--- config.mk ---
export PLATFORM = sky130hd
export DESIGN_NAME = gpio_ctrl_bridge
export DESIGN_NICKNAME = d
export VERILOG_FILES = /design/src/rtl/gpio_ctrl_pkg.sv /design/src/rtl/gpio_ctrl_channel.sv /design/src/rtl/gpio_ctrl_bridge.sv
export SDC_FILE = /design/constraint.sdc
export NUM_CORES = 1
export LEC_CHECK = 0
export BUFFER_PORTS_ARGS = -buffer_cell sky130_fd_sc_hd__buf_4
export CORE_ASPECT_RATIO = 2
export CORE_MARGIN = 3
export CORE_UTILIZATION = 36
export CTS_CLUSTER_DIAMETER = 50
export DETAILED_ROUTE_END_ITERATION = 8
export PLACE_DENSITY = 0.61
export SYNTH_ARGS = -nofsm -noshare
export SYNTH_HDL_FRONTEND = slang
export SYNTH_SLANG_ARGS = --single-unit
--- constraint.sdc ---
create_clock -name ap_clk -period 4.1 [get_ports ap_clk]
set_input_delay 0.205 -clock ap_clk [delete_from_list [all_inputs] [get_ports ap_clk]]
set_output_delay 0.205 -clock ap_clk [all_outputs]
set_load 0.02 [all_outputs]
--- src/rtl/gpio_ctrl_pkg.sv ---
// gpio_ctrl_pkg
// Shared definitions for the GPIO-to-HLS control bridge: channel state
// encoding, per-channel bit offsets inside a 4-bit channel slot, and the
// positions of the reset and misc fields, which sit just above the
// channel slots and therefore move with NUM_CH.
package gpio_ctrl_pkg;

    typedef enum logic [1:0] {
        ST_IDLE  = 2'd0,
        ST_START = 2'd1,
        ST_RUN   = 2'd2,
        ST_DONE  = 2'd3
    } ch_state_e;

    // Width of one channel slot in both GPIO directions
    localparam int CH_STRIDE    = 4;

    // GPIO_O offsets inside a channel slot
    localparam int OFS_START    = 0;
    localparam int OFS_COMPLETE = 1;

    // GPIO_I offsets inside a channel slot
    localparam int OFS_BUSY     = 0;
    localparam int OFS_ERR      = 1;
    localparam int OFS_DONE     = 2;
    localparam int OFS_IDLE     = 3;

    // Reset request k (GPIO_O) and pulse-active k (GPIO_I)
    function automatic int rst_req_bit(input int num_ch, input int k);
        return CH_STRIDE * num_ch + k;
    endfunction

    // rst_busy[k] readback (GPIO_I)
    function automatic int rst_busy_bit(input int num_ch, input int k);
        return CH_STRIDE * num_ch + 4 + k;
    endfunction

    function automatic int cache_bit(input int num_ch);
        return CH_STRIDE * num_ch + 8;
    endfunction

    function automatic int bram_bit(input int num_ch);
        return CH_STRIDE * num_ch + 9;
    endfunction

endpackage

--- src/rtl/gpio_ctrl_channel.sv ---
// gpio_ctrl_channel
// One HLS block-level handshake controller plus its sticky status flags.
// Ports:
//   i_clk, i_rst        clock, asynchronous active-high reset
//   i_start_rise        one-cycle software start request (edge already detected)
//   i_complete_rise     one-cycle software completion acknowledge
//   i_ready/i_done/i_idle  ap_ready / ap_done / ap_idle from the accelerator
//   o_start, o_continue ap_start (level) and ap_continue (one-cycle pulse)
//   o_busy, o_err, o_done, o_idle  registered status for GPIO_I
module gpio_ctrl_channel
    import gpio_ctrl_pkg::*;
(
    input  logic i_clk,
    input  logic i_rst,
    input  logic i_start_rise,
    input  logic i_complete_rise,
    input  logic i_ready,
    input  logic i_done,
    input  logic i_idle,
    output logic o_start,
    output logic o_continue,
    output logic o_busy,
    output logic o_err,
    output logic o_done,
    output logic o_idle
);

    ch_state_e r_state;
    ch_state_e w_next_state;
    logic      w_start_nxt;
    logic      w_continue_nxt;
    logic      w_busy_nxt;
    logic      w_err_nxt;
    logic      w_done_nxt;

    // State and registered outputs; reset aborts any handshake in flight
    always_ff @(posedge i_clk or posedge i_rst) begin
        if (i_rst) begin
            r_state    <= ST_IDLE;
            o_start    <= 1'b0;
            o_continue <= 1'b0;
            o_busy     <= 1'b0;
            o_err      <= 1'b0;
            o_done     <= 1'b0;
            o_idle     <= 1'b0;
        end else begin
            r_state    <= w_next_state;
            o_start    <= w_start_nxt;
            o_continue <= w_continue_nxt;
            o_busy     <= w_busy_nxt;
            o_err      <= w_err_nxt;
            o_done     <= w_done_nxt;
            o_idle     <= i_idle;
        end
    end

    // Next-state logic; ready+done together skips RUN entirely
    always_comb begin
        w_next_state = r_state;
        case (r_state)
            ST_IDLE: begin
                if (i_start_rise) w_next_state = ST_START;
                else              w_next_state = ST_IDLE;
            end
            ST_START: begin
                if (i_ready && i_done) w_next_state = ST_DONE;
                else if (i_ready)      w_next_state = ST_RUN;
                else                   w_next_state = ST_START;
            end
            ST_RUN: begin
                if (i_done) w_next_state = ST_DONE;
                else        w_next_state = ST_RUN;
            end
            ST_DONE: begin
                if (i_complete_rise) w_next_state = ST_IDLE;
                else                 w_next_state = ST_DONE;
            end
            default: w_next_state = ST_IDLE;
        endcase
    end

    // Next values of the registered outputs; sets win over complete clears
    always_comb begin
        w_start_nxt    = (w_next_state == ST_START);
        w_busy_nxt     = (w_next_state != ST_IDLE);
        // Continue acknowledges any complete rise, even outside DONE
        w_continue_nxt = i_complete_rise;

        if (i_done)               w_done_nxt = 1'b1;
        else if (i_complete_rise) w_done_nxt = 1'b0;
        else                      w_done_nxt = o_done;

        if (i_start_rise && (r_state != ST_IDLE)) w_err_nxt = 1'b1;
        else if (i_complete_rise)                 w_err_nxt = 1'b0;
        else                                      w_err_nxt = o_err;
    end

endmodule

--- src/rtl/gpio_ctrl_bridge.sv ---
// gpio_ctrl_bridge
// Bridges a 32-bit AXI GPIO core to NUM_CH HLS block-level handshakes,
// NUM_RST timed soft-reset pulses and two misc control lines.
// Ports:
//   ap_clk, ap_rst      clock, asynchronous active-high reset
//   GPIO_O / GPIO_T     software-written bits / tristate enables (unused)
//   GPIO_I              registered status readback; unmapped bits read 1
//   ch_*                per-channel ap_start/ap_continue/ap_ready/ap_done/ap_idle
//   rst_out, rst_busy   soft-reset pulses and downstream busy indications
//   cache_en, bram_sel  registered copies of their GPIO_O bits
module gpio_ctrl_bridge
    import gpio_ctrl_pkg::*;
#(
    parameter int NUM_CH           = 4,
    parameter int NUM_RST          = 3,
    parameter int RST_PULSE_CYCLES = 16,
    parameter int GPIO_W           = 32
)(
    input  logic              ap_clk,
    input  logic              ap_rst,
    input  logic [GPIO_W-1:0] GPIO_O,
    input  logic [GPIO_W-1:0] GPIO_T,
    output logic [GPIO_W-1:0] GPIO_I,
    output logic [NUM_CH-1:0] ch_start,
    output logic [NUM_CH-1:0] ch_continue,
    input  logic [NUM_CH-1:0] ch_ready,
    input  logic [NUM_CH-1:0] ch_done,
    input  logic [NUM_CH-1:0] ch_idle,
    output logic [NUM_RST-1:0] rst_out,
    input  logic [NUM_RST-1:0] rst_busy,
    output logic              cache_en,
    output logic              bram_sel
);

    localparam int CH_BITS = CH_STRIDE * NUM_CH;
    localparam int CNT_W   = $clog2(RST_PULSE_CYCLES + 1);
    localparam logic [CNT_W-1:0] CNT_LOAD = CNT_W'(RST_PULSE_CYCLES);
    localparam logic [CNT_W-1:0] CNT_ONE  = CNT_W'(1);
    localparam logic [CNT_W-1:0] CNT_ZERO = {CNT_W{1'b0}};

    if ((CH_BITS + 10 > GPIO_W) || (NUM_CH < 1) || (NUM_CH > 5) ||
        (NUM_RST < 1) || (NUM_RST > 4) || (RST_PULSE_CYCLES < 1)) begin : g_param_check
        $error("gpio_ctrl_bridge: illegal parameter combination");
    end

    logic [GPIO_W-1:0]  r_o_q;
    logic [GPIO_W-1:0]  w_rise;
    logic [NUM_RST-1:0] r_rst_busy;
    logic [NUM_CH-1:0]  w_ch_busy;
    logic [NUM_CH-1:0]  w_ch_err;
    logic [NUM_CH-1:0]  w_ch_done;
    logic [NUM_CH-1:0]  w_ch_idle;
    logic               w_unused;

    // o_q resets to ones so a bit held high across reset release cannot fire
    assign w_rise   = GPIO_O & ~r_o_q;
    assign w_unused = ^{GPIO_T, w_rise};

    // GPIO_O history, status input capture and misc control registers
    always_ff @(posedge ap_clk or posedge ap_rst) begin
        if (ap_rst) begin
            r_o_q      <= {GPIO_W{1'b1}};
            r_rst_busy <= {NUM_RST{1'b0}};
            cache_en   <= 1'b0;
            bram_sel   <= 1'b0;
        end else begin
            r_o_q      <= GPIO_O;
            r_rst_busy <= rst_busy;
            cache_en   <= GPIO_O[cache_bit(NUM_CH)];
            bram_sel   <= GPIO_O[bram_bit(NUM_CH)];
        end
    end

    for (genvar c = 0; c < NUM_CH; c++) begin : g_ch
        gpio_ctrl_channel u_ch (
            .i_clk           (ap_clk),
            .i_rst           (ap_rst),
            .i_start_rise    (w_rise[CH_STRIDE*c + OFS_START]),
            .i_complete_rise (w_rise[CH_STRIDE*c + OFS_COMPLETE]),
            .i_ready         (ch_ready[c]),
            .i_done          (ch_done[c]),
            .i_idle          (ch_idle[c]),
            .o_start         (ch_start[c]),
            .o_continue      (ch_continue[c]),
            .o_busy          (w_ch_busy[c]),
            .o_err           (w_ch_err[c]),
            .o_done          (w_ch_done[c]),
            .o_idle          (w_ch_idle[c])
        );
    end

    for (genvar k = 0; k < NUM_RST; k++) begin : g_rst
        logic [CNT_W-1:0] r_cnt;
        logic [CNT_W-1:0] w_cnt_nxt;
        logic             r_pulse;

        // A new request reloads the counter, stretching an active pulse
        always_comb begin
            if (w_rise[rst_req_bit(NUM_CH, k)]) w_cnt_nxt = CNT_LOAD;
            else if (r_cnt != CNT_ZERO)         w_cnt_nxt = r_cnt - CNT_ONE;
            else                                w_cnt_nxt = r_cnt;
        end

        // Pulse counter and registered pulse output
        always_ff @(posedge ap_clk or posedge ap_rst) begin
            if (ap_rst) begin
                r_cnt   <= CNT_ZERO;
                r_pulse <= 1'b0;
            end else begin
                r_cnt   <= w_cnt_nxt;
                r_pulse <= (w_cnt_nxt != CNT_ZERO);
            end
        end

        assign rst_out[k] = r_pulse;
    end

    // GPIO_I is a pure rewiring of registers; unmapped bits are tied high
    for (genvar b = 0; b < GPIO_W; b++) begin : g_gpio_i
        if (b < CH_BITS) begin : g_chan
            if ((b % CH_STRIDE) == OFS_BUSY) begin : g_busy
                assign GPIO_I[b] = w_ch_busy[b / CH_STRIDE];
            end else if ((b % CH_STRIDE) == OFS_ERR) begin : g_err
                assign GPIO_I[b] = w_ch_err[b / CH_STRIDE];
            end else if ((b % CH_STRIDE) == OFS_DONE) begin : g_done
                assign GPIO_I[b] = w_ch_done[b / CH_STRIDE];
            end else begin : g_idle
                assign GPIO_I[b] = w_ch_idle[b / CH_STRIDE];
            end
        end else if (b < rst_req_bit(NUM_CH, NUM_RST)) begin : g_pulse
            assign GPIO_I[b] = rst_out[b - rst_req_bit(NUM_CH, 0)];
        end else if ((b >= rst_busy_bit(NUM_CH, 0)) &&
                     (b < rst_busy_bit(NUM_CH, NUM_RST))) begin : g_rbusy
            assign GPIO_I[b] = r_rst_busy[b - rst_busy_bit(NUM_CH, 0)];
        end else begin : g_unmapped
            assign GPIO_I[b] = 1'b1;
        end
    end

endmodule

==> flow_summary.toml <==
[synth]
synth_seq_cells = 66
netlist_instances = 246
mappedNetlistArea_mm2 = 0.002861
async_reset_ff_frac = 1.000
yosys_most_used_dff = "dfrtp_1"
synth_warnings = 0
avgSynthCellArea_um2 = 11.63
ys_types = 31
seq_area_frac_synth = 0.5820
synth_edf_count = 0

[detailed_routing]
drcViolationCount = 0
drt-met1-wl_um = 1801
wl_met3_um = 223
routedWlPerCell_um = 12.21
met2RoutedLength_um = 2863
vias_per_cell = 4.527
highest_layer = "met4"
drt_iter0_markers = 43
vias = 1856
wl_um = 5005
ant_nets = 0
firstDrtPassIters = 4

[setup_path]
worst-path-buf-inv = 1
slowest_stage = "dfrtp_1"
crit_family = "simple AND/OR/NAND/NOR gates"
critical-path-max-stage-delay_ns = 0.41
path_cells = "inv_1 -> ha_1 -> nor4b_2 -> mux2_2 -> nor2_1"
r2r-start = "g_rst[0].r_cnt[0]$_DFF_PP0_"
cp-end-kind = "flip-flop"
path_max_fanout = 4
crit_arrival_ns = 1.94
crit_required_ns = 4.35
rr_worst_depth = 5
start_kind = "flip-flop"
r2r_slack_ns = 2.41
path_class = "flip-flop to flip-flop"
timing.rr.end = "g_rst[0].r_cnt[1]$_DFF_PP0_"

[die]
chipWidth_um = 69.04
die_y_um = 132.1
rows = 45
start_util = 0.3737
core_area_mm2 = 0.007657
dieArea_mm2 = 0.009119
ioPinCount = 126

[worst_hold_path]
min_from = "ch_done[0]"
hold_class = "input port to flip-flop"
whs_path_depth = 2
whs_endpoint = "g_ch[0].u_ch.o_done$_DFFE_PP0P_"

[place]
place_hpwl_um = 3696
portBuffers = 64
place_ws_ns = 2.378
gp_congestion = 0.7045

[power]
p_sw_uw = 751.3
vdd_ir_drop_max_mv = 0.3393
cellPowerDensity_mw_per_mm2 = 647.0
comb_power_share = 0.299
switching_share = 0.3159
p_int_mw = 1.627
power_leakage_nw = 1.755
power.share.sequential = 0.410
pwr-share-clk = 0.291

[sta]
setup_viol = 0
grt_setup_unrepaired = "false"
worst_slew_pin_slew_ns = 0.9837
clock_skew_ns = 0.006575
fin_ws_ns = 2.407
finalHoldViolations = 0
fin_crit_ns = 1.693
fmax_mhz = 590.6
tns_ns = 0
fin_crit_sh = 0.4130
slew_headroom = 0.3432
slew_viol_final = 0

[run_status]
run_status = "completed"

[clocking]
clock_sinks = 66
cts_resized = 0
cts_buffers = 9
clock_path_buffers = 2
clk_pin_slew_worst_paths_ns = 0.06
cts_tree = "done"
h-tree-depth = 3
cts-root-buf = "clkbuf_16"
insertion_delay_ns = 0.32

[global_routing]
grt_pass1_vias = 1954
gr-total-overflow = 0
grt_antenna_before_repair = 0
grt_max_degree = 49
grt_pass1_wl_um = 8763
grt_use_total = 0.1199

[layout]
drive_gt1_frac = 0.3323
postLayoutCoreUtil = 0.4801
antenna_cells = 0
nNetsFinal = 395
area_delta_synth_final_pct = 28.47

[run]
maxCapViolations = 0
-- metal layers --
layer	global-route usage	up-vias
met5	0	-
met4	0.06522	0
met3	0.02901	8
met2	0.2234	44
met1	0.1182	910
li1	-	894
-- placed cells by master (no fill, tap or decap), types with 2 or more instances in the layout --
master	netlist	routed
xnor2_1	8	8
conb_1	1	10
nor4b_2	2	2
nor3_1	6	6
o21ai_0	6	6
o2bb2ai_1	3	3
clkbuf_8	0	2
dfrtp_1	55	55
a21o_1	8	8
mux2i_1	7	7
and3_1	4	4
clkinv_2	0	3
nand3_1	4	4
nor2b_1	4	4
inv_1	17	16
buf_4	40	65
dfstp_2	11	11
mux2_2	6	6
clkbuf_1	0	2
or2_2	2	2
nand2_1	8	8
nand2b_1	9	9
clkbuf_16	0	9
nor2_1	22	22
nor3b_1	2	2
a21oi_1	9	9
or3b_2	2	2
ha_1	3	3
dlygate4sd3_1	0	20
-- power groups by stage --
| stage | Combinational (mW) | Sequential (mW) | Clock, mW |
|---|---|---|---|
| after floorplan | 0.600 | 0.953 | 0 |
| after global placement | 0.692 | 0.978 | 0 |
| after detailed placement | 0.707 | 0.988 | 0 |
| after CTS | 0.726 | 0.978 | 0.709 |
| after global routing | 0.800 | 1.01 | 0.734 |
| final | 0.711 | 0.976 | 0.691 |
-- kinds of logic (layout without fill, tap and decap cells) --
group / Yosys count / in the layout / synth area share
simple gates: 68 / 68 / 0.1342
fa+ha+maj: 3 / 3 / 0.01312
buf+inv: 57 / 118 / 0.1272
mux: 13 / 13 / 0.04810
compound gates: 30 / 30 / 0.06953
flops: 66 / 66 / 0.5820
xor+xnor: 8 / 8 / 0.02449
other cells: 1 / 10 / 0.001311
-- how the worst max path moves through the flow --
stage | start | endpoint | slack (ns) | cells past startpoint
finish | g_rst[0].r_cnt[0]$_DFF_PP0_ | g_rst[0].r_cnt[1]$_DFF_PP0_ | 2.41 | 5
global route | g_rst[0].r_cnt[0]$_DFF_PP0_ | g_rst[0].r_cnt[1]$_DFF_PP0_ | 2.25 | 5
CTS | g_rst[0].r_cnt[0]$_DFF_PP0_ | g_rst[0].r_cnt[1]$_DFF_PP0_ | 2.36 | 5
detailed placement | g_rst[0].r_cnt[0]$_DFF_PP0_ | g_rst[0].r_cnt[1]$_DFF_PP0_ | 2.38 | 5
global placement | g_rst[0].r_cnt[0]$_DFF_PP0_ | g_rst[0].r_cnt[1]$_DFF_PP0_ | 2.46 | 5
floorplan | ap_rst | bram_sel$_DFF_PP0_ | 2.26 | 1
-- layout make-up --
cell class                 instances  area [um^2]
fill                             724         3981
sequential                        66         1665
timing repair buffer              85        688.2
clock inverter                     3        15.01
tap                               94        117.6
clock buffer                      13        260.3
multi-input combinational        132        865.8
inverter                          17        63.81
-- sequential cells by signal, indices dropped and copies added, names as in the netlist --
register and cells:
g_rst.r_cnt 15, g_ch.u_ch.o_busy 4, cache_en 1, g_ch.u_ch.o_idle 4, g_ch.u_ch.o_start 4, g_ch.u_ch.r_state 8, g_ch.u_ch.o_err 4, r_o_q 11
bram_sel 1, g_ch.u_ch.o_done 4, r_rst_busy 3, g_rst.r_pulse 3, g_ch.u_ch.o_continue 4
-- synth_stat cells, types with 7 or more instances --
library cell  count  area [um^2]
a21o_1            8        60.06
a21oi_1           9        45.04
buf_4            40        300.3
dfrtp_1          55         1376
dfstp_2          11        289.0
inv_1            17        63.81
mux2i_1           7        70.07
nand2_1           8        30.03
nand2b_1          9        56.30
nor2_1           22        82.58
xnor2_1           8        70.07
-- stage by stage --
step                power (mW)  instance area [um^2]  hold slack (ns)  instances
floorplan                1.553                  2895           0.2095        255
global placement         1.670                  3201           0.3147        374
detailed placement       1.696                  3201           0.3155        374
CTS                      2.413                  3676          0.07857        410
global route             2.539                  3676          0.09072        410
finish                   2.378                  3676          0.08724        410
-- what timing repair did --
action	in CTS	in global routing
hold buffers	20	0
buffers inserted	0	0
hold endpoints to repair	20	0
Note: power is estimated with default switching activity, not from simulation.
